File: config.mk
export PLATFORM = sky130hd
export DESIGN_NAME = sqrt_iter_engine
export DESIGN_NICKNAME = d
export VERILOG_FILES = /design/src/rtl/sqrt_pkg.sv /design/src/rtl/sqrt_step.sv /design/src/rtl/sqrt_iter_engine.sv
export SDC_FILE = /design/constraint.sdc
export NUM_CORES = 1
export LEC_CHECK = 0
export CAP_MARGIN = 20
export CORE_MARGIN = 5
export CORE_UTILIZATION = 50
export DETAILED_ROUTE_END_ITERATION = 6
export GPL_TIMING_DRIVEN = 1
export PLACE_DENSITY = 0.87
export SETUP_SLACK_MARGIN = 0.4
export SYNTH_ARGS = -nofsm -noshare
export SYNTH_HDL_FRONTEND = slang
export SYNTH_SLANG_ARGS = --single-unit
File: constraint.sdc
create_clock -name clk -period 3.39 [get_ports clk]
set_input_delay 0.5085 -clock clk [delete_from_list [all_inputs] [get_ports clk]]
set_output_delay 0.5085 -clock clk [all_outputs]
set_load 0.01 [all_outputs]
File: src/rtl/sqrt_pkg.sv
// Shared types and sizing helpers for the iterative square-root engine.
// Imported by the engine top and its restoring-step datapath.
package sqrt_pkg;

  typedef enum logic [1:0] {
    IDLE,
    CALC,
    DONE
  } state_t;

  function automatic int root_width(input int w);
    return (w + 1) / 2;
  endfunction

  // A one-bit root still needs a one-bit counter.
  function automatic int cnt_width(input int rw);
    return (rw > 1) ? $clog2(rw) : 1;
  endfunction

endpackage

File: src/rtl/sqrt_step.sv
// One bit-pair restoring square-root iteration, purely combinational.
// Shared by the iterative engine and any future unrolled variant.
module sqrt_step #(
  parameter int ROOT_W = 7
) (
  input  logic [ROOT_W+1:0] rem,
  input  logic [ROOT_W-1:0] root,
  input  logic [1:0]        pair,
  output logic [ROOT_W+1:0] rem_next,
  output logic              root_bit
);

  logic [ROOT_W+3:0] cand;
  logic [ROOT_W+3:0] sub;
  logic [ROOT_W+1:0] diff;

  assign cand = {rem, pair};
  assign sub  = {2'b00, root, 2'b01};

  // A successful trial always leaves a remainder that fits the register.
  assign diff     = cand[ROOT_W+1:0] - sub[ROOT_W+1:0];
  assign root_bit = (cand >= sub);
  assign rem_next = root_bit ? diff : cand[ROOT_W+1:0];

endmodule

File: src/rtl/sqrt_iter_engine.sv
// Handshaked floor/rounded integer square root, one root bit per cycle.
// Result registers hold their values until the next result is loaded.
module sqrt_iter_engine
  import sqrt_pkg::*;
#(
  parameter int WIDTH  = 14,
  parameter int ROOT_W = root_width(WIDTH)
) (
  input  logic              clk,
  input  logic              rst,
  input  logic              in_valid,
  output logic              in_ready,
  input  logic [WIDTH-1:0]  in_data,
  input  logic              in_round,
  output logic              out_valid,
  input  logic              out_ready,
  output logic [ROOT_W-1:0] out_root,
  output logic [ROOT_W:0]   out_rem,
  output logic              out_sat
);

  localparam int XW = 2 * ROOT_W;
  localparam int CW = cnt_width(ROOT_W);

  state_t            state;
  logic [XW-1:0]     x;
  logic              rnd;
  logic [ROOT_W+1:0] rem;
  logic [ROOT_W-1:0] root;
  logic [CW-1:0]     cnt;

  logic [ROOT_W+1:0] rem_nxt;
  logic              bit_nxt;
  logic [ROOT_W-1:0] root_nxt;
  logic [ROOT_W-1:0] fin_root;
  logic              fin_sat;
  logic              up;

  sqrt_step #(
    .ROOT_W(ROOT_W)
  ) u_step (
    .rem     (rem),
    .root    (root),
    .pair    (x[XW-1 -: 2]),
    .rem_next(rem_nxt),
    .root_bit(bit_nxt)
  );

  assign root_nxt = (root << 1) | ROOT_W'(bit_nxt);

  // x > r*r + r exactly when sqrt(x) >= r + 0.5.
  assign up = rnd && (rem_nxt > {2'b00, root_nxt});

  always_comb begin
    fin_root = root_nxt;
    fin_sat  = 1'b0;
    if (up) begin
      if (&root_nxt) begin
        fin_sat = 1'b1;
      end else begin
        fin_root = root_nxt + ROOT_W'(1);
      end
    end
  end

  always_ff @(posedge clk) begin
    if (rst) begin
      state     <= IDLE;
      in_ready  <= 1'b1;
      out_valid <= 1'b0;
      out_root  <= '0;
      out_rem   <= '0;
      out_sat   <= 1'b0;
      cnt       <= '0;
      x         <= '0;
      rnd       <= 1'b0;
      rem       <= '0;
      root      <= '0;
    end else begin
      unique case (state)
        IDLE: begin
          if (in_valid) begin
            x        <= XW'(in_data);
            rnd      <= in_round;
            rem      <= '0;
            root     <= '0;
            cnt      <= CW'(ROOT_W - 1);
            in_ready <= 1'b0;
            state    <= CALC;
          end
        end
        CALC: begin
          x    <= x << 2;
          rem  <= rem_nxt;
          root <= root_nxt;
          if (cnt == '0) begin
            state     <= DONE;
            out_valid <= 1'b1;
            out_root  <= fin_root;
            out_rem   <= rem_nxt[ROOT_W:0];
            out_sat   <= fin_sat;
          end else begin
            cnt <= cnt - CW'(1);
          end
        end
        DONE: begin
          if (out_ready) begin
            out_valid <= 1'b0;
            in_ready  <= 1'b1;
            state     <= IDLE;
          end
        end
        default: state <= IDLE;
      endcase
    end
  end

endmodule

==> flow_summary.yaml, run 1 <==
hold_path:
  holdPathStages: 2
  hold_path_class: "flop to flop"
  hp-start: "out_rem[0]$_SDFFE_PP0P_"
  whs_endpoint: "out_rem[0]$_SDFFE_PP0P_"
logic_synthesis:
  ys.flop_type: "dfxtp_1"
  yosysMostFrequentCell: "nor2_1"
  synth_cell_types: 51
  ys_async_sr_fraction_pct: 0
  seq_area_frac_synth_pct: 37.3
  synthCells: 364
  synth_edf_count: 0
  synth_top_area_share_pct: 37.3
  synth_area_leaders: "dfxtp_1, ha_1, nor2_1"
  syn_avg_cell_area_um2: 7.96
  synthesis.area_um2: 2900
  yosysWarnings: 0
  ys_ff_latch: 54
  synthTopCellsByCount: "nor2_1, dfxtp_1, nand2_1, a21oi_1, ha_1"
  yosys.area.top_type: "dfxtp_1"
  synth_fp_nets: 402
placement:
  gp_congestion: 0.901
  io_buffers: 36
  postPlaceCellArea_um2: 3460
  place_hpwl_mm: 5.28
cts:
  clock_latency_ns: 0.32
  cts_tree: "yes"
  clockBufferDepth: 2
  cts_root_buf: "clkbuf_8"
  cts.sinks: 54
  path_clk_slew_ns: 0.10
  htreeDepth: 2
  numCtsBuffers: 5
sta:
  setup_viol: 8
  fmax_ghz: 0.279
  layout_min_cycle_time_ns: 3.59
  final_hold_viol_count: 0
  grt_setup_unrepaired: "true"
  final.setup.tns_ns: -1.12
  worst_slack_ns: -0.196
  post-route-period-util_pct: 106
  tightest_slew_ns: 0.767
  relSlewSlack_pct: 48.7
  drv_slew: 0
  worst_clock_skew_ns: 0.00853
drt:
  ant_nets: 0
  drcViolationCount: 0
  dr.pass1.iters: 5
  routedWlPerCell_um: 18.8
  via_per_inst: 6.25
  wl_mm: 9.35
  vias: 3108
  drt_iter0_markers: 414
critical_path:
  crit_required_ns: 3.62
  endpoint_kind: "flop"
  path_max_fanout: 7
  start_kind: "flop"
  critical_path_class: "flop to flop"
  crit_slowest_cell: "dfxtp_4"
  rr_endpoint: "out_root[1]$_SDFFE_PP0P_"
  path_cells: "inv_2 > ha_4 > nand4_1 > a31oi_2 > o311ai_2 > nand2_2 > buf_8 > nor2_4 > a21oi_4 > ha_4 > a21o_1 > a21oi_2 > o211ai_1 > buf_4 > a32o_2 > buf_4 > nand3_1 > a311oi_2"
  rr_worst_depth: 18
  max_stage_delay_ns: 0.37
  r2r_setup_slack_ns: -0.20
  worst_ep_arrival_time_ns: 3.82
  crit_start: "root[1]$_SDFFE_PP0P_"
  r2r_start: "root[1]$_SDFFE_PP0P_"
final_layout:
  nets: 462
  drive_above_1_share_pct: 23.1
  antenna_cells: 0
  utilization_pct: 70.1
  design_area_um2: 3910
  fillers: 405
  synthToLayoutAreaGrowth_pct: 34.9
run_status:
  violations: "negative setup slack"
  outcome: "complete, but fails checks"
floorplanning:
  ios: 37
  fp.dieArea_um2: 7410
  die_y_um: 86.1
  die_x_um: 86.1
  initial_core_util_pct: 52.0
  num_rows: 27
  core_um2: 5570
grt:
  grt_use_total_pct: 23.7
  grt-ovfl-total: 0
  grt_start_max_net_pins: 40
  grt_pass1_wl_mm: 14.0
  grt_pass1_vias: 2930
  antenna_found_initial: 0
job:
  cap_violations: 0
[sequential cells by signal, summed over array words and instances, names as in the netlist]
signal     count
cnt            3
in_ready       1
out_rem        8
out_root       7
out_sat        1
out_valid      1
rem            9
rnd            1
root           7
state          2
x             14
[metrics by stage]
step	hold slack, ns	std cells	setup WS (ns)
after CTS	0.483	488	0.0234
after floorplan	0.450	364	0.221
after global routing	0.508	497	-0.310
final	0.476	497	-0.196
after global placement	0.452	468	0.0804
after detailed placement	0.456	468	-0.0789
[cell usage in the layout, fill, tap and decap left out, drive strengths merged, types with 16 or more instances in the layout]
master | Yosys | layout
a22oi | 18 | 18
a311oi | 16 | 16
clkdlybuf4s50 | 0 | 35
dfxtp | 54 | 54
buf | 4 | 37
a21oi | 23 | 23
nor2 | 61 | 61
inv | 18 | 19
ha | 19 | 19
nand2 | 47 | 47
[cells by family (layout without fill, tap and decap cells)]
| family | Yosys count | count (layout) | share of synthesized area, % |
|---|---|---|---|
| and+or+nand+nor | 151 | 151 | 23.2 |
| AOI/OAI and AO/OA | 94 | 95 | 23.5 |
| DFF | 54 | 54 | 37.3 |
| buffers and inverters | 38 | 98 | 5.18 |
| adders and majority gates | 19 | 19 | 8.21 |
| xor gates and xnor gates | 4 | 4 | 1.21 |
| muxes | 4 | 4 | 1.43 |
[metal layers]
| metal | share of wire, % | global-route usage, % | vias to the layer above |
|---|---|---|---|
| met4 | 6.5 | 11.4 | 0 |
| met5 | 0 | 0 | - |
| li1 | - | - | 1429 |
| met2 | 47 | 40.4 | 202 |
| met3 | 8.2 | 5.67 | 60 |
| met1 | 39 | 27.7 | 1417 |
[final cells by class]
class,count,area (um2),share of cell area (%)
inverter,18,80.1,2.05
sequential,54,1100,28.2
clock inverter,2,38.8,0.993
clock buffer,6,82.6,2.11
timing repair buffer,72,637,16.3
tap,72,90.1,2.31
multi-input combinational,273,1880,48.0
[worst max-delay path by stage]
stage / to / slack [ns] / cells after the start
2_1_floorplan: out_root[1]$_SDFFE_PP0P_ / 0.22 / 15
3_3_place_gp: out_root[5]$_SDFFE_PP0P_ / 0.08 / 16
3_5_place_dp: out_root[5]$_SDFFE_PP0P_ / -0.08 / 15
4_1_cts: out_root[5]$_SDFFE_PP0P_ / 0.02 / 13
5_1_grt: out_root[4]$_SDFFE_PP0P_ / -0.31 / 16
6_report: out_root[1]$_SDFFE_PP0P_ / -0.20 / 18
[critical path: cells and delay by family (launching register included)]
kind	cells	cell delay (ns)
AO/OA/AOI/OAI	8	1.43
adder cells (fa/ha/maj)	2	0.50
flip-flops	1	0.37
AND/OR/NAND/NOR	4	0.55
buffers and inverters	4	0.64
[what timing repair did]
item                                   4_1_cts  5_1_grt
buffers inserted                            11        9
hold buffers                                 0        0
cloned                                       1        0
setup endpoints to repair                    8        8
pin swaps                                   12       12
resized for setup                           25       16
endpoints found under the hold margin        0        0
Power of run 1 is left out: the tool's default activity adds up to more than one toggle a clock period on the data nets, which glitch-free logic cannot reach.
==> run 2, diff against run 1 <==
- SETUP_SLACK_MARGIN: 0.4 -> 0.15
==> run 2 against run 1 <==
The run still ends with negative setup slack left. Global-route usage rose by 0.28 points. Non-clock buffer count grew 11. Die area did not move. Fmax increased by 1.9%. First-iteration DRC count down 17%. Final cell count is 2.4% higher. Routed wire length up 1.7%. Critical path depth decreased by 3. Utilization up 3.1 points. Register-to-register slack improved by 0.07 ns. Sequential cell count unchanged. Sequential share of layout area shrank 1.3 points. Critical path type unchanged.
==> flow_summary.yaml, run 2 (synthesis gave the netlist of run 1 again) <==
grt:
  grt_pass1_wl_mm: 14.3
  grt_pass1_vias: 2993
  grt-ovfl-total: 0
  grt_use_total_pct: 23.9
  antenna_found_initial: 0
  grt_start_max_net_pins: 30
sta:
  worst_clock_skew_ns: 0.00775
  relSlewSlack_pct: 39.0
  tightest_slew_ns: 0.912
  final_hold_viol_count: 0
  worst_slack_ns: -0.128
  drv_slew: 0
  hold_slack_ns: 0.461
  fmax_ghz: 0.284
  grt_setup_unrepaired: "true"
  post-route-period-util_pct: 104
  layout_min_cycle_time_ns: 3.52
  setup_viol: 6
cts:
  cts.sinks: 54
  htreeDepth: 2
  path_clk_slew_ns: 0.10
  numCtsBuffers: 5
  cts_root_buf: "clkbuf_8"
  cts_tree: "yes"
  clock_latency_ns: 0.32
  clockBufferDepth: 2
  hold_buffers: 0
critical_path:
  r2r_setup_slack_ns: -0.13
  path_cells: "inv_2 > ha_4 > nor2b_1 > o31a_1 > nor2_2 > nor2b_1 > nor3_1 > o21ai_0 > o21a_4 > ha_4 > nand4_1 > or3_4 > a32o_2 > a31o_2 > a32o_1"
  worst_ep_arrival_time_ns: 3.73
  endpoint_kind: "flop"
  crit_required_ns: 3.61
  path_max_fanout: 5
  cp_num_buf_inv: 1
  max_stage_delay_ns: 0.41
  critical_path_class: "flop to flop"
  r2r_start: "root[0]$_SDFFE_PP0P_"
  crit_slowest_cell: "or3_4"
  path_delay_family: "compound AO/OA/AOI/OAI gates"
  rr_worst_depth: 15
  start_kind: "flop"
  rr_endpoint: "out_root[5]$_SDFFE_PP0P_"
final_layout:
  design_area_um2: 4080
  mostFrequentLayoutCell: "nor2_1"
  drive_above_1_share_pct: 25.9
  layout_common_cells: "nor2_1, nand2_1, dfxtp_1"
  utilization_pct: 73.2
  synthToLayoutAreaGrowth_pct: 40.8
  antenna_cells: 0
  largest_reg_flops: 14
  nets: 474
  regMostFlops: "x"
  ff_latch_area_um2: 1100
  top_regs: "x: 14 flops, rem: 9 flops, out_rem: 8 flops"
  multi_input_area_um2: 1930
  fin_cells: 509
  fillers: 393
drt:
  drcViolationCount: 0
  routedWlPerCell_um: 18.7
  vias: 3155
  ant_nets: 0
  wl_mm: 9.51
  dr.pass1.iters: 5
  drt_iter0_markers: 342
  via_per_inst: 6.20
placement:
  postPlaceCellArea_um2: 3490
  place_hpwl_mm: 5.28
  gp_congestion: 0.868
  io_buffers: 36
  dp.cells: 474
floorplanning:
  core_um2: 5570
  num_rows: 27
  ios: 37
  die_y_um: 86.1
  die_x_um: 86.1
  fp.dieArea_um2: 7410
  initial_core_util_pct: 52.0
hold_path:
  whs_endpoint: "out_rem[1]$_SDFFE_PP0P_"
  hp-start: "out_rem[1]$_SDFFE_PP0P_"
  hold_path_class: "flop to flop"
  holdPathStages: 2
run_status:
  outcome: "complete, but fails checks"
  violations: "negative setup slack"
job:
  cap_violations: 0
-- run 2: how the worst max path moves through the flow --
| stage | startpoint | end | slack [ns] | depth (start not counted) |
|---|---|---|---|---|
| 2_1_floorplan | root[2]$_SDFFE_PP0P_ | out_root[1]$_SDFFE_PP0P_ | 0.16 | 15 |
| 3_3_place_gp | root[1]$_SDFFE_PP0P_ | out_root[5]$_SDFFE_PP0P_ | 0.05 | 14 |
| 3_5_place_dp | root[1]$_SDFFE_PP0P_ | out_root[5]$_SDFFE_PP0P_ | -0.04 | 13 |
| 4_1_cts | root[1]$_SDFFE_PP0P_ | out_root[5]$_SDFFE_PP0P_ | 0.04 | 14 |
| 5_1_grt | root[0]$_SDFFE_PP0P_ | out_root[5]$_SDFFE_PP0P_ | -0.19 | 15 |
| 6_report | root[0]$_SDFFE_PP0P_ | out_root[5]$_SDFFE_PP0P_ | -0.13 | 15 |
-- run 2: stage by stage --
step | TNS [ns] | setup WS [ns]
after global routing | -0.962 | -0.195
after detailed placement | -0.0923 | -0.0372
after global placement | 0 | 0.0536
final | -0.261 | -0.128
after floorplan | 0 | 0.156
after CTS | 0 | 0.0391
-- run 2: repair_timing --
action	in CTS	in global routing
gates resized for setup	29	36
setup buffers	24	1
pin swaps	11	18
cloned	2	0
setup endpoints to repair	8	9
endpoints found under the hold margin	0	0
-- run 2: routing by layer --
| metal | GRT usage [%] | routed length, um | vias to the layer above | share of wire (%) |
|---|---|---|---|---|
| li1 | - | - | 1455 | - |
| met1 | 28.5 | 3830 | 1486 | 40 |
| met2 | 40.0 | 4570 | 174 | 48 |
| met3 | 6.15 | 706 | 40 | 7.4 |
| met4 | 11.2 | 398 | 0 | 4.2 |
| met5 | 0 | 0 | - | 0 |
-- run 2: cell type report --
class                      count  area share, %
multi-input combinational    274           47.3
sequential                    54           26.9
timing repair buffer          83           18.7
tap                           72           2.21
clock buffer                   6           2.03
inverter                      18           1.90
clock inverter                 2          0.951
-- run 2: worst min-delay path: stages, from the launching register on --
cell     delay (ns)
dfxtp_1        0.32
nand2_1        0.05
a21oi_1        0.05
Power of run 2 is left out for the same reason.
